<file path="config.mk">
export PLATFORM = sky130hd
export DESIGN_NAME = fir_mac_sequencer
export DESIGN_NICKNAME = d
export VERILOG_FILES = /design/src/rtl/fir_mac_sequencer.sv
export SDC_FILE = /design/constraint.sdc
export NUM_CORES = 2
export LEC_CHECK = 0
export ABC_AREA = 0
export ABC_CLOCK_PERIOD_IN_PS = 17600
export CAP_MARGIN = 20
export CORE_MARGIN = 1.5
export CORE_UTILIZATION = 60
export DETAILED_ROUTE_END_ITERATION = 8
export PLACE_DENSITY_LB_ADDON = 0.1
export SYNTH_ARGS = -nofsm -noshare
export SYNTH_HDL_FRONTEND = slang
export SYNTH_SLANG_ARGS = --single-unit
</file>
<file path="constraint.sdc">
create_clock -name CLOCK_50 -period 17.6 [get_ports CLOCK_50]
set_input_delay 3.52 -clock CLOCK_50 [delete_from_list [all_inputs] [get_ports CLOCK_50]]
set_output_delay 3.52 -clock CLOCK_50 [all_outputs]
set_load 0.01 [all_outputs]
</file>
<file path="src/rtl/fir_mac_sequencer.sv">
// Time-multiplexed FIR controller: circular sample delay line, coefficient RAM and
// one shared signed MAC stepped over all taps per accepted input sample.
module fir_mac_sequencer #(
  parameter int N_TAPS    = 16,
  parameter int DW        = 16,
  parameter int CW        = 16,
  parameter int AW        = 36,
  parameter int OUT_SHIFT = 15
) (
  input  logic                          CLOCK_50,
  input  logic                          rst,
  input  logic                          in_valid,
  output logic                          in_ready,
  input  logic signed [DW-1:0]          in_data,
  input  logic                          coef_we,
  input  logic [$clog2(N_TAPS)-1:0]     coef_addr,
  input  logic signed [CW-1:0]          coef_data,
  output logic                          coef_err,
  output logic                          out_valid,
  input  logic                          out_ready,
  output logic signed [DW-1:0]          out_data,
  output logic                          sat_flag,
  output logic                          busy
);

  localparam int TW = $clog2(N_TAPS);
  localparam int PW = DW + CW;

  localparam logic signed [15:0] DEFAULT_COEF [16] = '{
    -16'sd81,   -16'sd134,  16'sd318,   16'sd645,
    -16'sd1257, -16'sd2262, 16'sd4522,  16'sd14633,
    16'sd14633, 16'sd4522,  -16'sd2262, -16'sd1257,
    16'sd645,   16'sd318,   -16'sd134,  -16'sd81
  };

  localparam logic signed [AW-1:0] RND     = AW'(1) << (OUT_SHIFT - 1);
  localparam logic signed [AW-1:0] OUT_MAX = {{(AW-DW+1){1'b0}}, {(DW-1){1'b1}}};
  localparam logic signed [AW-1:0] OUT_MIN = {{(AW-DW+1){1'b1}}, {(DW-1){1'b0}}};

  typedef enum logic [1:0] {IDLE, MAC, ROUND, HOLD} state_t;

  state_t                state, state_nx;
  logic signed [DW-1:0]  dly  [N_TAPS];
  logic signed [CW-1:0]  coef [N_TAPS];
  logic [TW-1:0]         wr_ptr;
  logic [TW-1:0]         tap;
  logic signed [AW-1:0]  acc;

  logic [TW-1:0]         rd_idx;
  logic signed [PW-1:0]  prod;
  logic signed [AW-1:0]  prod_ext;
  logic signed [AW-1:0]  acc_rnd;
  logic signed [AW-1:0]  r;
  logic                  last_tap;

  // Newest sample sits at wr_ptr; tap k reaches k samples back, wrapping mod N_TAPS.
  assign rd_idx   = wr_ptr - tap;
  assign prod     = coef[tap] * dly[rd_idx];
  assign prod_ext = {{(AW-PW){prod[PW-1]}}, prod};
  assign acc_rnd  = acc + RND;
  assign r        = acc_rnd >>> OUT_SHIFT;
  assign last_tap = (tap == TW'(N_TAPS - 1));

  // Status outputs depend on state only, so no path from in_valid/out_ready.
  assign in_ready = (state == IDLE);
  assign busy     = (state != IDLE);
  assign coef_err = coef_we && (state != IDLE);

  always_ff @(posedge CLOCK_50) begin
    if (rst) state <= IDLE;
    else     state <= state_nx;
  end

  // NOTE: state_nx gets its default before the case so no path leaves it unassigned (no latch).
  always_comb begin
    state_nx = state;
    case (state)
      IDLE:    if (in_valid)  state_nx = MAC;
      MAC:     if (last_tap)  state_nx = ROUND;
      ROUND:                  state_nx = HOLD;
      HOLD:    if (out_ready) state_nx = IDLE;
      default:                state_nx = IDLE;
    endcase
  end

  // NOTE: delay line and coefficient RAM are flop arrays because reset must zero/reload
  // them; a reset cannot be applied to an inferred block RAM.
  always_ff @(posedge CLOCK_50) begin
    if (rst) begin
      for (int i = 0; i < N_TAPS; i++) begin
        dly[i]  <= '0;
        coef[i] <= CW'(DEFAULT_COEF[4'(i)]);
      end
      wr_ptr    <= '0;
      tap       <= '0;
      acc       <= '0;
      out_valid <= 1'b0;
      out_data  <= '0;
      sat_flag  <= 1'b0;
    end else begin
      case (state)
        IDLE: begin
          if (coef_we) coef[coef_addr] <= coef_data;
          if (in_valid) begin
            dly[wr_ptr] <= in_data;
            acc         <= '0;
            tap         <= '0;
          end
        end
        MAC: begin
          acc <= acc + prod_ext;
          tap <= tap + TW'(1);
          if (last_tap) wr_ptr <= wr_ptr + TW'(1);
        end
        ROUND: begin
          out_valid <= 1'b1;
          if (r > OUT_MAX) begin
            out_data <= {1'b0, {(DW-1){1'b1}}};
            sat_flag <= 1'b1;
          end else if (r < OUT_MIN) begin
            out_data <= {1'b1, {(DW-1){1'b0}}};
            sat_flag <= 1'b1;
          end else begin
            out_data <= r[DW-1:0];
            sat_flag <= 1'b0;
          end
        end
        HOLD: if (out_ready) out_valid <= 1'b0;
        default: ;
      endcase
    end
  end

endmodule

</file>
==> summary.md <==
| Metric | Value |
|---|---|
| Die W | 252 um |
| Max Fclk | 109 MHz |
| Num rows | 90 |
| Fillcell total | 4413 |
| Worst Path Buf+Inv | 7 |
| Post-cts sizing count | 0 |
| Most frequent cells in the layout | edfxtp_1, inv_1, and2_1, fa_1, nand2_1 |
| DR iter-0 viols | 1847 |
| Post-Syn Nets | 3392 |
| Most used cell, CP | fa_1 |
| CP max stage delay | 0.83 ns |
| Total Neg Setup Slack | 0 ns |
| Residual DRC | 0 |
| Fin crit share | 52.1% |
| Final setup violation count | 0 |
| Hold_buf cts | 0 |
| Routed vias | 22.1k |
| Height of the die | 252 um |
| Global route overflow | 0 |
| Number of hold violations in the final report | 0 |
| Top_reg_cell synth | edfxtp_1 |
| Nets | 3435 |
| Post-route ant nets | 0 |
| Crit path max-delay family | adder cells |
| EDFF count, synth | 512 |
| Worst min-delay path class | reg -> reg |
| Synth warn | 0 |
| Hold slack | 0.485 ns |
| Final worst path period need | 9.16 ns |
| First-pass DRT Iterations | 7 |
| Initial antenna violation count | 2 |
| Average size of a mapped cell | 12.7 sq um |
| Critical Path RT | 18.11 ns |
| Commonest non-fill, non-tap cell in the layout | edfxtp_1 |
| Share of cells above drive strength 1 | 12.0% |
| Avg Vias per Cell | 5.83 |
| Outcome | completed |
| DRT Wirelength | 85.0 mm |
| Critical Path Fanout Max | 49 |
| Critical path capture point type | flop |
| Clk sinks | 580 |
| Sequential-to-total area share from yosys stat | 45.2% |
| Area contributors post-synth | edfxtp_1, fa_1, mux4_2 |
| Slew @ Worst Pin | 1.01 ns |
| Max-cap violations | 0 |
| Vias in the first global route | 23.7k |
| Post-CTS Setup Inserts | 0 |
| Total CTS buffers | 58 |
| Clock H-tree levels | 2 |
| Clock buffer depth | 3 |
| WS Path Type | reg -> reg |
| Largest net degree at the start of global routing | 65 |
| Post-DP HPWL | 59.5 mm |
| Slowest stage cell, crit path | buf_4 |
| Yosys reg bits | 580 |
| Synth unique cells | 62 |
| RSZ-0062 raised after global routing | false |
| Initial Util | 61.1% |
| Area growth from synthesis to layout | 9.05% |
| Dominant cell type by area after synthesis | edfxtp_1 |
| Syn Std Cell Area | 37100 sq um |
| First-pass GRT wire length | 135 mm |
| Gr usage total | 28.0% |
| Post-synthesis cell count | 2916 |
| Die area | 63300 sq um |
| Core area | 60700 sq um |
| TritonCTS clock tree | built |
| RD Place Congestion | 0.935 |
| Async SR Flop Fraction | 0% |
| IO Pins | 62 |
| Worst slew margin | 32.7% |
| Clock latency on the worst-skew pair | 0.64 ns |
| Startpoint Class | flop |
| Yosys top cell area share | 41.5% |
| Clk_skew | 0.0269 ns |
| Final-report max-slew violation count | 0 |
| Drt wl/cell | 22.5 um |
| Critical Path AT | 9.67 ns |
| Clock slew at reported path FFs | 0.06 ns |
| Port Buf Inserts | 61 |
| Clk root buf | clkbuf_16 |
registers in the layout, summed over array words and instances (netlist names), named ones only:
name and count:
acc 36, coef 256, dly 256, out_data 16
out_valid 1, sat_flag 1, state 2, tap 4
wr_ptr 4
cells in the mapped netlist (15+ instances only):
cell type,number
edfxtp_1,512
a21oi_1,52
clkbuf_1,86
a211oi_1,20
mux4_2,137
inv_1,395
o21ai_0,42
nand2b_1,54
nor2b_1,91
mux2i_1,25
nor2_1,146
dfxtp_1,68
nand2_1,166
a22oi_1,23
or2_2,29
buf_2,41
and2_1,330
mux2_2,15
ha_1,119
xor2_1,24
or3_1,50
fa_1,316
xnor2_1,37
worst min-delay path: cells and delay by family, from the launching register on:
kind	cells	cell delay (ns)
flops	1	0.31
simple gates	1	0.08
compound gates	1	0.05
cell type report:
| type | instances | area (sq um) | area share (%) |
|---|---|---|---|
| flip-flops and latches | 580 | 16700 | 41.4 |
| well taps | 782 | 978 | 2.42 |
| repair buffers | 127 | 1100 | 2.72 |
| multi-input cells | 1797 | 18300 | 45.2 |
| diodes | 1 | 2.50 | 0.00619 |
| inverters | 395 | 1480 | 3.67 |
| clock buffers | 72 | 1500 | 3.72 |
| clock inverters | 32 | 334 | 0.827 |
metal layers:
metal | vias up | wire [um] | track usage [%]
li1 | 9877 | - | -
met1 | 11300 | 35500 | 39.2
met2 | 756 | 41700 | 46.5
met3 | 130 | 5750 | 3.69
met4 | 0 | 2100 | 7.85
met5 | - | 0 | 0
metrics by stage:
step | instances | instance area [sq um] | setup WS (ns) | utilization, %
floorplan | 2916 | 37100 | 9.51 | -
global placement | 3680 | 38600 | 8.51 | 63.5
detailed placement | 3681 | 38600 | 8.41 | 63.6
CTS | 3785 | 40400 | 8.40 | 66.6
global route | 3786 | 40400 | 7.83 | 66.6
finish | 3786 | 40400 | 8.44 | 66.6
logic make-up (layout without fill, tap and decap cells):
kind of cell / after synthesis / in the layout / share of synthesized area (%)
AND/OR/NAND/NOR: 926 / 926 / 13.6
multiplexers: 177 / 177 / 9.46
AO/OA/AOI/OAI: 198 / 198 / 3.55
other: 0 / 1 / 0
adder cells (fa/ha/maj): 435 / 435 / 21.1
flip-flops: 580 / 580 / 45.2
buffers and inverters: 539 / 626 / 5.76
XOR/XNOR: 61 / 61 / 1.44
worst paths after layout:
check / cells after the start / slack [ns] / startpoint / end
worst max-delay path: 29 / 8.44 / wr_ptr[0] / acc[33]
worst min register to register: 2 / 0.49 / out_data[2] / out_data[2]
worst min-delay path: 2 / 0.49 / out_data[2] / out_data[2]
worst max register to register: 29 / 8.44 / wr_ptr[0] / acc[33]
Power is left out: the tool's default activity adds up to more than one toggle a clock period on the data nets, which glitch-free logic cannot reach.
